## src/rtl/hazard5_muldiv_issue.sv

```systemverilog
// hazard5_muldiv_issue: X-stage front end for the mul/div sequencer with a one-entry paired-op result cache
module hazard5_muldiv_issue #(
  parameter int XLEN = 32
) (
  input  logic            clk,
  input  logic            rst_n,
  input  logic [2:0]      x_op,
  input  logic            x_op_vld,
  input  logic [XLEN-1:0] x_op_a,
  input  logic [XLEN-1:0] x_op_b,
  input  logic            x_kill,
  output logic            x_stall,
  output logic [XLEN-1:0] x_result,
  output logic            x_result_vld,
  output logic [2:0]      m_op,
  output logic            m_op_vld,
  input  logic            m_op_rdy,
  output logic            m_op_kill,
  output logic [XLEN-1:0] m_op_a,
  output logic [XLEN-1:0] m_op_b,
  input  logic [XLEN-1:0] m_result_h,
  input  logic [XLEN-1:0] m_result_l,
  input  logic            m_result_vld
);
  localparam logic [2:0] M_OP_MUL = 3'd0;
  typedef enum logic [1:0] {IDLE, ISSUE, WAIT, DONE} state_t;
  state_t state, state_nxt;
  logic c_vld;
  logic [2:0] c_op;
  logic [XLEN-1:0] c_a, c_b, c_h, c_l;
  logic accept, hit, hit_op, seq_done;
  function automatic logic sel_h(input logic [2:0] op);
    return op[2] ? op[1] : |op[1:0];
  endfunction
  // x_op_vld is still held during the strobe cycle, so it must not be re-accepted then
  assign accept   = state == IDLE && x_op_vld && !x_kill && !x_result_vld;
  assign hit_op   = x_op == M_OP_MUL ? !c_op[2] : !x_op[2] ? c_op == x_op : c_op[2] && c_op[0] == x_op[0];
  assign hit      = c_vld && c_a == x_op_a && c_b == x_op_b && hit_op;
  assign seq_done = state == WAIT && m_result_vld && !x_kill;
  always_ff @(posedge clk)
    if (!rst_n) state <= IDLE;
    else state <= state_nxt;
  always_comb begin
    state_nxt = state;
    case (state)
      IDLE:    state_nxt = accept ? (hit ? DONE : ISSUE) : IDLE;
      ISSUE:   state_nxt = x_kill ? IDLE : m_op_rdy ? WAIT : ISSUE;
      WAIT:    state_nxt = x_kill ? IDLE : m_result_vld ? DONE : WAIT;
      default: state_nxt = IDLE;
    endcase
  end
  always_comb begin
    x_stall   = x_op_vld && !x_result_vld && !x_kill;
    m_op_kill = (state == ISSUE || state == WAIT) && x_kill;
  end
  always_ff @(posedge clk)
    if (!rst_n) begin
      x_result     <= '0;
      x_result_vld <= 1'b0;
      m_op         <= '0;
      m_op_vld     <= 1'b0;
      m_op_a       <= '0;
      m_op_b       <= '0;
      c_vld        <= 1'b0;
      c_op         <= '0;
      c_a          <= '0;
      c_b          <= '0;
      c_h          <= '0;
      c_l          <= '0;
    end else begin
      x_result_vld <= state == DONE && !x_kill;
      if (accept && hit) x_result <= sel_h(x_op) ? c_h : c_l;
      if (accept && !hit) begin
        m_op     <= x_op;
        m_op_a   <= x_op_a;
        m_op_b   <= x_op_b;
        m_op_vld <= 1'b1;
      end
      if (state == ISSUE && (x_kill || m_op_rdy)) m_op_vld <= 1'b0;
      if (seq_done) begin
        x_result <= sel_h(m_op) ? m_result_h : m_result_l;
        c_vld    <= 1'b1;
        c_op     <= m_op;
        c_a      <= m_op_a;
        c_b      <= m_op_b;
        c_h      <= m_result_h;
        c_l      <= m_result_l;
      end
    end
endmodule

```

## config.mk

```make
export PLATFORM = sky130hd
export DESIGN_NAME = hazard5_muldiv_issue
export DESIGN_NICKNAME = d
export VERILOG_FILES = /design/src/rtl/hazard5_muldiv_issue.sv
export SDC_FILE = /design/constraint.sdc
export NUM_CORES = 1
export LEC_CHECK = 0
export BUFFER_PORTS_ARGS = -buffer_cell sky130_fd_sc_hd__clkbuf_2
export CAP_MARGIN = 40
export CORE_MARGIN = 4
export CORE_UTILIZATION = 46
export DETAILED_ROUTE_END_ITERATION = 10
export PLACE_DENSITY = 0.69
export SYNTH_ARGS = -nofsm -noshare
export SYNTH_HDL_FRONTEND = slang
export SYNTH_SLANG_ARGS = --single-unit
```

## constraint.sdc

```tcl
create_clock -name clk -period 4.7 [get_ports clk]
set_input_delay 0 -clock clk [delete_from_list [all_inputs] [get_ports clk]]
set_output_delay 0 -clock clk [all_outputs]
set_load 0.01 [all_outputs]
```

# == Word level (Yosys, flattened, before mapping) ==
# Index checks and enable logic that the tools add are counted.
# totals
ff_bits,235
in_bits,137
# classes
eq_ne,7
muxes,15
bitwise,1
n_reduce_logical,28
# op_table
operator,n
$mux 32,4
$eq 32x32->1,2
$logic_and 1x1->1,16
$mux 2,5
$pmux 2 s3,1
$reduce_or 2->1,3
$mux 1,5
$eq 2x2->1 const B,2
$logic_not 1->1,4
$eq 3x3->1,1
$logic_not 3->1,1
$eq 2x1->1 const B,1
$logic_not 2->1,1
$logic_or 1x1->1,2
$reduce_bool 2->1,1
$eq 1x1->1,1
$not 1->1,1

# == Depth between registers and ports, before layout ==
# Gate-level depths: netlist of run 1.
# depth
ltp_word,8
mapped_depth,10
ltp_nobuf,8

# == Worst setup path before layout of run 1 ==
# No wires, ideal clock.
# synth_path
path_type,register -> register
from,reg c_a[21]
to,reg x_result[21]
arrival_time_ns,2.186
setup_slack_ns,2.388
path_stages_with_launch,8
path_buffers,1
path_cell_list,dfxtp_1 -> nor2b_1 -> a2111o_1 -> or4_4 -> nor4_4 -> and3_1 -> clkbuf_2 -> o21ai_0
# synth_via
elab_chain_len,6
# synth_lines
item,line,text
start: declaration,30,"logic [XLEN-1:0] c_a, c_b, c_h, c_l;"
start signal: assignment,84,c_a <= m_op_a;
$eq 32x32->1,38,assign hit = c_vld && c_a == x_op_a && c_b == x_op_b && hit_op;
$logic_and 1x1->1 (3 in series),38,
$logic_and 1x1->1,72,if (accept && hit) x_result <= sel_h(x_op) ? c_h : c_l;
$reduce_bool 2->1 (no line),-,
end signal: assignment,72,
end signal: assignment,81,x_result <= sel_h(m_op) ? m_result_h : m_result_l;
end: declaration,13,"output logic [XLEN-1:0] x_result,"
# Every way passes these cells.
# A chain may end at the register's enable or synchronous reset.

# == Worst setup path after layout of run 1 ==
# layout_path
from,reg c_a[21]
to,reg x_result[16]
# Same word-level chain as after synthesis.

==> key figures, run 1 <==
Synthesis
  • FF+latch count, synth: 235
  • Yosys warns: 0
  • Sequential fraction of the synthesis area: 39.5%
  • Synthesized area: 11900 µm²
  • Synth Instances: 1497
  • Synth Flop Type: dfxtp_1
  • Synth top area share: 39.5%
  • Cell variety after synth: 46
  • Synth area leaders: dfxtp_1 40%, nand2_1 11%, nand4_1 10%, a21boi_0 8.3%, nand4b_1 4.7%
  • Post-synth EDFFs: 0
  • Most numerous cell in the Yosys netlist: nand2_1
  • Syn_area_per_cell: 7.95 µm²
  • Ys async rst share: 0%
  • Synth cell count leaders: 364 x nand2_1, 235 x dfxtp_1, 196 x nand4_1
  • Synth area leader: dfxtp_1
  • Post-synthesis net count: 1639

STA
  • Fmax: 0.330 GHz
  • Worst Tran Pin Value: 1.04 ns
  • Final WS setup: 1.67 ns
  • Final Hold Viols: 0
  • Min Tclk post-route: 3.03 ns
  • Slew headroom: 30.7%
  • Fin. max-slew vios: 0
  • Tcrit/Tclk final: 64.6%
  • Fin Setup TNS: 0 ns
  • Final Skew: 0.0155 ns
  • Unrepaired setup endpoints after global routing: false
  • Final setup viols: 0

Min path
  • Min-Delay Endpoint: c_l[21]
  • Hold-critical path depth: 2
  • Hold_sp: rst_n
  • Hold crit path type: in2reg

GRT
  • First-pass GRT wire length: 63500 µm
  • Number of antenna violations at the first check in global routing: 0
  • Vias in the first global route: 11600
  • Total Routing Usage GR: 26.8%
  • Total grt overflow: 0
  • Largest net degree at the start of global routing: 222

Final layout
  • Area growth syn-to-layout: 29.7%
  • Net count, final: 1906
  • Fin cells: 2115
  • Number of fillers in the final layout: 2170
  • Share of layout cells above drive strength 1: 19.4%
  • Diodes inserted: 0

Drt
  • DRT iter0 DRCs: 1375
  • Final wirelength: 40500 µm
  • Via/cell ratio: 5.93
  • Vias: 12500
  • Avg WL per Cell: 19.1 µm
  • # DRC: 0
  • ANT nets after route: 0
  • DRT Pass-1 Iters: 5

Critical path
  • CP startpoint: c_a[21]
  • R2r endpoint: x_result[16]
  • Worst setup SP type: flip-flop
  • WP data arrival: 3.43 ns
  • Crit path kind: reg2reg
  • Worst reg2reg path depth: 8
  • FF-to-FF Start: c_a[21]
  • CP peak stage delay: 0.53 ns
  • CP Capture Type: flip-flop
  • Critical Path Fanout Max: 43
  • Internal reg-to-reg setup slack: 1.67 ns
  • Most used cell, CP: buf_4
  • Critical path, cell by cell: nor2b_1, a2111o_1, or4_4, nor4_4, buf_4, and3_1, buf_4, o21ai_0
  • Worst path slowest cell: or4_4
  • Worst endpoint required time: 5.09 ns

Placement
  • GP Congestion: 0.853
  • DP Worst Slack: 1.67 ns
  • IO Port Bufs: 239
  • DP Cell Count: 1931
  • DP HPWL: 24200 µm

Die
  • Num rows: 58
  • Initial core utilization: 47.0%
  • Die area: 28500 µm²
  • Die height: 169 µm
  • Core area: 25300 µm²
  • Top-Level Pins: 240
  • Die Wd: 169 µm

Clock network
  • Later-pin clock latency in the skew report: 0.53 ns
  • Cts bufs inserted: 27
  • Clk slew on worst S/H paths: 0.06 ns
  • Clock sink count: 235
  • # H-tree levels: 1
  • Setup bufs post-CTS: 0
  • TritonCTS clock tree: built
  • Clk buf depth: 3
  • Root Driver: clkbuf_16
  • Resized cells post-CTS: 0

Run status
  • Status: finished clean

Pwr
  • PwrDens: 320 nW/µm²
  • Pwr Total: 4930 µW
  • Pleak: 0.00597 µW
  • VDD IR-drop max: 327 µV

Flow run
  • Number of max-cap violations: 0
## through the flow
step | hold WS (ns) | cell area (µm²) | util [%]
final | 0.0156 | 15400 | 60.9
after global placement | 0.250 | 13100 | 51.7
after detailed placement | 0.258 | 13100 | 51.9
after floorplan | 0.145 | 11900 | -
after CTS | 0.0836 | 15400 | 60.9
after global routing | 0.102 | 15400 | 60.9
## sequential cells by signal, indices dropped and copies added, names as in the netlist
signal / flops
c_l: 32
c_b: 32
m_op_vld: 1
x_result_vld: 1
m_op_a: 32
m_op: 3
c_op: 3
c_h: 32
x_result: 32
c_a: 32
m_op_b: 32
c_vld: 1
state: 2
## cell families after synthesis
logic type / Yosys count / synth area share [%]
fa+ha+maj: 5 / 0.526
flops: 235 / 39.5
simple gates: 748 / 32.3
buf+inv: 170 / 5.78
xor+xnor: 47 / 3.46
mux: 33 / 3.11
compound gates: 259 / 15.3
## repair_timing
action | 4_1_cts | 5_1_grt
endpoints found under the hold margin | 167 | 0
setup endpoints to repair | 0 | 0
hold buffers | 134 | 0
## cells in the final DEF, fill, tap and decap left out, types with 3 or more instances in the layout
master           n
nand2_1        363
clkbuf_2       238
dfxtp_1        235
nand4_1        196
dlygate4sd3_1  134
a21boi_0       131
nand3_1         67
nand4b_1        64
xor2_1          44
a21oi_1         36
mux2_2          32
a41oi_1         32
o21ai_0         29
clkbuf_16       27
nor2b_1         17
buf_4           17
inv_1           14
nor4_1          10
nor2_1          10
clkbuf_8        10
nand2b_1         6
o22ai_1          5
ha_1             5
clkbuf_1         5
a2111oi_0        4
o21ai_1          4
xnor2_1          3
a211o_1          3
clkinv_2         3
bufinv_16        3
buf_12           3
## worst max-delay path, delay by kind of cell, from the launching register on
family,cells,cell delay (ns)
and+or+nand+nor,4,1.19
buffers and inverters,2,0.78
AOI/OAI and AO/OA,2,0.55
DFF,1,0.32
## metal layers
layer	vias to the layer above	track usage (%)	part of all wire, %
met2	640	42.5	46
met1	5896	37.0	42
met3	89	4.69	8.6
met4	0	8.89	3.4
li1	5923	-	-
met5	-	0	0
## layout make-up
class	instances	area (µm²)	area share [%]
inverter	14	52.6	0.341
clock buffer	42	832	5.39
sequential	235	4700	30.5
tap	330	413	2.68
clock inverter	8	121	0.787
multi-input combinational	1092	6540	42.4
timing repair buffer	394	2760	17.9
## power by group
group          internal [µW]  total [µW]  switching (µW)
clock network           1380        2240             861
registers               2050        2110            64.0
logic                    250         580             330
total                   3670        4930            1260
## how the worst max path moves through the flow
stage	endpoint	slack (ns)	depth (start not counted)
after floorplan	x_result[21]	2.39	7
after global placement	x_result[28]	1.75	7
after detailed placement	x_result[16]	1.67	8
after CTS	x_result[16]	1.66	8
after global routing	x_result[16]	1.53	8
final	x_result[16]	1.67	8
Power figures use the tool's default switching activity.
==> inputs of run 2 (changes only) <==
Settings changed: ABC_AREA from default to 1, PLACE_DENSITY 0.69 to 0.7.
Clock period 4.7 ns to 3.01 ns, I/O delays scaled along.
==> key figures, run 2 <==
Final layout
  • Most common cell after layout, fill and taps aside: nor2_1
  • Share of layout cells above drive strength 1: 17.3% (-2.1 points)
  • Area growth syn-to-layout: 35.8%
  • Leading cell types in the layout, fill and taps excluded: 474 x nor2_1, 273 x o21ai_0, 238 x clkbuf_2, 235 x dfxtp_1, 180 x nand2_1
  • Net count, final: 2020 (+6.0%)
  • Final core occ: 63.9% (+3.0 points)
  • Number of fillers in the final layout: 1928 (-11%)

Drt
  • DRT iter0 DRCs: 842 (-39%)
  • # DRC: 0 (unchanged)
  • Via/cell ratio: 5.05 (-15%)
  • Final wirelength: 32200 µm (-20%)
  • Avg WL per Cell: 14.8 µm (-23%)
  • DRT Pass-1 Iters: 5 (unchanged)
  • Vias: 11000 (-12%)
  • ANT nets after route: 0 (unchanged)

GRT
  • Total grt overflow: 0 (unchanged)
  • Vias in the first global route: 10500 (-9.9%)
  • First-pass GRT wire length: 51300 µm (-19%)
  • Total Routing Usage GR: 24.9% (-1.9 points)
  • Number of antenna violations at the first check in global routing: 0 (unchanged)
  • Largest net degree at the start of global routing: 99 (-55%)

Synthesis
  • Post-synth EDFFs: 0 (unchanged)
  • Synthesized area: 10400 µm² (-13%)
  • Synth cell count leaders: 474 x nor2_1, 273 x o21ai_0, 235 x dfxtp_1
  • Synth top area share: 45.4% (+5.8 points)
  • Synth area leaders: dfxtp_1 45%, nor2_1 17%, o21ai_0 13%, nand2_1 6.5%, inv_1 4.4%
  • Synth Flop Type: dfxtp_1
  • Ys async rst share: 0% (unchanged)
  • Yosys warns: 0 (unchanged)
  • Cell variety after synth: 27 (-41%)
  • Most numerous cell in the Yosys netlist: nor2_1
  • Synth area leader: dfxtp_1
  • Sequential fraction of the synthesis area: 45.4% (+5.8 points)
  • Post-synthesis net count: 1676 (+2.3%)
  • Synth Instances: 1534 (+2.5%)
  • FF+latch count, synth: 235 (unchanged)
  • Syn_area_per_cell: 6.76 µm² (-15%)

STA
  • Min Tclk post-route: 2.75 ns (-0.282 ns)
  • Worst hold slack: 0.0909 ns (+0.0753 ns)
  • Tcrit/Tclk final: 91.4% (+27 points)
  • Fmax: 0.363 GHz (+10%)
  • Worst Tran Pin Value: 0.651 ns (-0.388 ns)
  • Final setup viols: 0 (unchanged)
  • Fin. max-slew vios: 0 (unchanged)
  • Final Hold Viols: 0 (unchanged)
  • Slew headroom: 56.6% (+26 points)
  • Final Skew: 0.0218 ns (+0.00622 ns)
  • Final WS setup: 0.258 ns (-1.41 ns)

Clock network
  • TritonCTS clock tree: built
  • Cts bufs inserted: 26 (-3.7%)
  • # H-tree levels: 1 (unchanged)
  • Setup bufs post-CTS: 0 (unchanged)
  • Later-pin clock latency in the skew report: 0.52 ns (about the same)
  • Clock sink count: 235 (unchanged)
  • Clk buf depth: 3 (unchanged)
  • Clk slew on worst S/H paths: 0.06 ns (about the same)
  • Root Driver: clkbuf_16

Die
  • Initial core utilization: 47.1% (+0.099 points)
  • Num rows: 54 (-6.9%)
  • Top-Level Pins: 240 (unchanged)
  • Die height: 158 µm (-6.3%)
  • Core area: 22000 µm² (-13%)
  • Die area: 25000 µm² (-12%)
  • Die Wd: 158 µm (-6.3%)

Critical path
  • Worst endpoint required time: 3.46 ns (-1.63 ns)
  • Critical Path Fanout Max: 67 (+56%)
  • WP depth: 11 (+3)
  • Worst reg2reg path depth: 11 (+3)
  • Crit path kind: reg2reg
  • CP peak stage delay: 0.64 ns (+0.11 ns)
  • WP data arrival: 3.20 ns (-0.23 ns)
  • CP Capture Type: flip-flop
  • Most used cell, CP: nor2_1
  • Worst path slowest cell: dlygate4sd3_1
  • Critical path, cell by cell: xnor2_1, nand2_1, nor2_1, nand3_1, nor2_1, nand3_1, nand2_2, buf_8, o21ai_0, dlygate4sd3_1, nor2_1
  • Worst setup SP type: flip-flop
  • WP buf/inv: 2 (unchanged)
  • Crit path max-delay family: buffers and inverters

Placement
  • DP HPWL: 20300 µm (-16%)
  • DP Worst Slack: 0.584 ns (-1.08 ns)
  • IO Port Bufs: 239 (unchanged)
  • GP Congestion: 0.841 (-1.4%)

Min path
  • Hold crit path type: in2reg
  • Hold-critical path depth: 3 (+1)

Pwr
  • VDD IR-drop max: 444 µV (+36%)
  • Pwr Total: 7320 µW (+48%)
  • PwrDens: 520 nW/µm² (+63%)
  • Pleak: 0.00626 µW (+4.9%)

Run status
  • Status: finished clean

Flow run
  • Number of max-cap violations: 0 (unchanged)
-- run 2: per-stage QoR --
step | instances | setup TNS (ns) | area (µm²)
2_1_floorplan | 1534 | 0 | 10400
3_3_place_gp | 1976 | 0 | 11600
3_5_place_dp | 1977 | 0 | 11700
4_1_cts | 2178 | 0 | 14100
5_1_grt | 2178 | -0.0121 | 14100
6_report | 2179 | 0 | 14100
-- run 2: area by class of cell --
cell class                      count  area (µm²)  share of cell area (%)
Multi-Input combinational cell   1081        4760                    33.8
Timing Repair Buffer              409        2920                    20.7
Clock inverter                     10        80.1                   0.569
Inverter                          125         472                    3.35
Sequential cell                   235        4700                    33.4
Clock buffer                       38         787                    5.59
Tap cell                          280         350                    2.49
Antenna cell                        1        2.50                  0.0178
-- run 2: kinds of logic after synthesis --
kind of cell / share of synthesized area, %
flip-flops: 45.4
XOR/XNOR: 1.10
buffers and inverters: 8.87
AND/OR/NAND/NOR: 25.5
AO/OA/AOI/OAI: 18.6
adder cells (fa/ha/maj): 0.603
-- run 2: worst min-delay path, stage by stage --
cell and delay [ns]:
clkbuf_2 0.10, nand3_4 0.33, a21oi_1 0.11
-- run 2: timing repair --
action	in CTS	in global routing
endpoints found under the setup margin	0	15
hold buffers	153	0
hold endpoints to repair	177	0
gates resized for setup	0	3
-- run 2: where the power goes --
part / switching, µW / total [µW] / internal [µW]
clock: 1270 / 3170 / 1890
combinational: 494 / 898 / 403
sequential: 64.5 / 3250 / 3190
-- run 2: worst paths after layout --
| kind | startpoint | to | slack (ns) |
|---|---|---|---|
| max | c_b[30] | m_op_a[22] | 0.26 |
| min | m_result_vld | c_b[20] | 0.09 |
| max reg2reg | c_b[30] | m_op_a[22] | 0.26 |
| min reg2reg | c_b[20] | c_b[20] | 0.47 |
-- run 2: metal layers --
layer | part of all wire [%] | GRT usage (%) | vias to the layer above
met5 | 0 | 0 | -
li1 | - | - | 5539
met4 | 2.4 | 7.07 | 0
met3 | 6.9 | 4.35 | 54
met2 | 47 | 41.7 | 408
met1 | 44 | 33.1 | 5002
==> inputs of run 3 (changes only) <==
Settings changed: ABC_AREA 1 to default, CTS_BUF_LIST from default to sky130_fd_sc_hd__clkbuf_4, PLACE_DENSITY 0.7 to 0.69.
==> key figures, run 3 (synthesis gave the netlist of run 1 again) <==
Clock network
  • Clock sink count: 235 (unchanged)
  • Clk buf depth: 3 (unchanged)
  • Cts bufs inserted: 68 (+160%)
  • Setup bufs post-CTS: 0 (unchanged)
  • Clk slew on worst S/H paths: 0.07 ns (about the same)
  • Later-pin clock latency in the skew report: 0.67 ns (+0.15 ns)
  • # H-tree levels: 3 (+2)
  • TritonCTS clock tree: built
  • Root Driver: clkbuf_4

Placement
  • DP HPWL: 23800 µm (+17%)
  • IO Port Bufs: 239 (unchanged)
  • Placed Area: 13200 µm² (+14%)
  • GP Congestion: 0.860 (+2.2%)

Run status
  • Status: finished clean

Die
  • Initial core utilization: 47.0% (-0.099 points)
  • Num rows: 58 (+7.4%)
  • Die height: 169 µm (+6.8%)
  • Core area: 25300 µm² (+15%)
  • Die area: 28500 µm² (+14%)
  • Die Wd: 169 µm (+6.8%)
  • Top-Level Pins: 240 (unchanged)

Drt
  • Final wirelength: 41400 µm (+28%)
  • # DRC: 0 (unchanged)
  • Highest routed layer: met4
  • Met1 WL: 17300 µm (+22%)
  • Vias: 13100 (+19%)
  • ANT nets after route: 0 (unchanged)
  • Met2 WL post-DR: 19200 µm (+28%)
  • DRT iter0 DRCs: 1314 (+56%)
  • Avg WL per Cell: 18.5 µm (+25%)
  • Met3 wire length: 3580 µm (+61%)
  • Via/cell ratio: 5.86 (+16%)
  • DRT Pass-1 Iters: 9 (+4)

Final layout
  • Net count, final: 1998 (-1.1%)
  • Leading cell types in the layout, fill and taps excluded: 363 x nand2_1, 238 x clkbuf_2, 235 x dfxtp_1, 196 x nand4_1, 182 x dlygate4sd3_1
  • Share of layout cells above drive strength 1: 21.7% (+4.4 points)
  • Area growth syn-to-layout: 34.0%
  • Most common cell after layout, fill and taps aside: nand2_1
  • Final Cell Area: 15900 µm² (+13%)

STA
  • Worst Tran Pin Value: 1.06 ns (+0.412 ns)
  • Final Hold Viols: 0 (unchanged)
  • Fmax: 0.373 GHz (+2.6%)
  • Fin Setup TNS: 0 ns (unchanged)
  • Min Tclk post-route: 2.68 ns (-0.0708 ns)
  • Unrepaired setup endpoints after global routing: false
  • Slew headroom: 29.1% (-27 points)
  • Tcrit/Tclk final: 89.1% (-2.4 points)
  • Final setup viols: 0 (unchanged)
  • Worst hold slack: 0.0645 ns (-0.0263 ns)
  • Final Skew: 0.0353 ns (+0.0136 ns)
  • Fin. max-slew vios: 0 (unchanged)

Critical path
  • Crit path kind: reg2reg
  • Critical Path Fanout Max: 94 (+40%)
  • Worst setup SP type: flip-flop
  • CP Capture Type: flip-flop
  • CP peak stage delay: 0.53 ns (-0.11 ns)
  • WP data arrival: 3.21 ns (about the same)
  • CP startpoint: c_a[21]
  • Worst path slowest cell: or4_4
  • FF-to-FF Start: c_a[21]
  • Critical path, cell by cell: nor2b_1, a2111o_1, or4_4, nor4_4, buf_12, nand4b_1, nand4_1
  • Worst endpoint required time: 3.54 ns (+0.08 ns)

Min path
  • Hold_sp: x_op_vld
  • Hold crit path type: in2reg

GRT
  • Largest net degree at the start of global routing: 256 (+160%)
  • First-pass GRT wire length: 65700 µm (+28%)
  • Vias in the first global route: 12700 (+21%)
  • Total grt overflow: 0 (unchanged)
  • Number of antenna violations at the first check in global routing: 2 (+2)
  • Total Routing Usage GR: 27.9% (+3.0 points)

Pwr
  • Pleak: 0.00640 µW (+2.2%)
  • Pwr Total: 7260 µW (-0.82%)
  • PwrDens: 455 nW/µm² (-12%)
  • VDD IR-drop max: 305 µV (-31%)

Flow run
  • Number of max-cap violations: 0 (unchanged)
-- run 3: changes by cell type in the layout (fill, tap and decap cells not counted), sizes merged, moves of 106 or more --
cell,previous run,this run
nor2,494,11
o21ai,294,33
nand4,1,196
nand2,182,364
a21boi,0,131
inv,124,18
-- run 3: repair_timing --
action	CTS	global route
gates resized for setup	0	0
endpoints found under the hold margin	167	0
hold buffers	182	0
-- run 3: metrics by stage --
step	setup slack [ns]	instances	utilization [%]
floorplan	0.698	1497	-
global placement	0.419	1933	52.2
detailed placement	0.367	1934	52.3
CTS	0.354	2237	62.9
global route	0.201	2239	62.9
finish	0.329	2239	62.9
-- run 3: metal layers --
metal | GRT usage (%) | vias to the layer above
met4 | 11.8 | 0
li1 | - | 6145
met3 | 5.70 | 114
met1 | 36.9 | 6190
met2 | 44.5 | 673
met5 | 0 | -
-- run 3: critical path, delay by kind of cell (launching register included) --
kind                   cells  cell delay, ns
AO/OA/AOI/OAI              1            0.38
buffers and inverters      1            0.37
flip-flops                 1            0.32
AND/OR/NAND/NOR            5            1.42
-- run 3: path summary, 6_finish.rpt --
path	endpoint	slack (ns)	cells after the start
max	m_op_a[20]	0.33	7
min	m_op_a[29]	0.06	5
max reg2reg	m_op_a[20]	0.33	7
min reg2reg	x_result[3]	0.46	2
-- run 3: cell type report --
| class | instances | area, µm² |
|---|---|---|
| clock inverter | 18 | 95.1 |
| multi-input combinational | 1092 | 6540 |
| antenna | 2 | 5.00 |
| tap | 330 | 413 |
| timing repair buffer | 445 | 3350 |
| fill | 2182 | 9390 |
| clock buffer | 103 | 773 |
| sequential | 235 | 4700 |
| inverter | 14 | 52.6 |
-- run 3: power by group --
part / leakage [µW] / switching, µW / internal, µW
logic: 0.00396 / 525 / 395
clock network: 0.000528 / 1400 / 1650
registers: 0.00191 / 95.8 / 3200
total: 0.00640 / 2020 / 5240
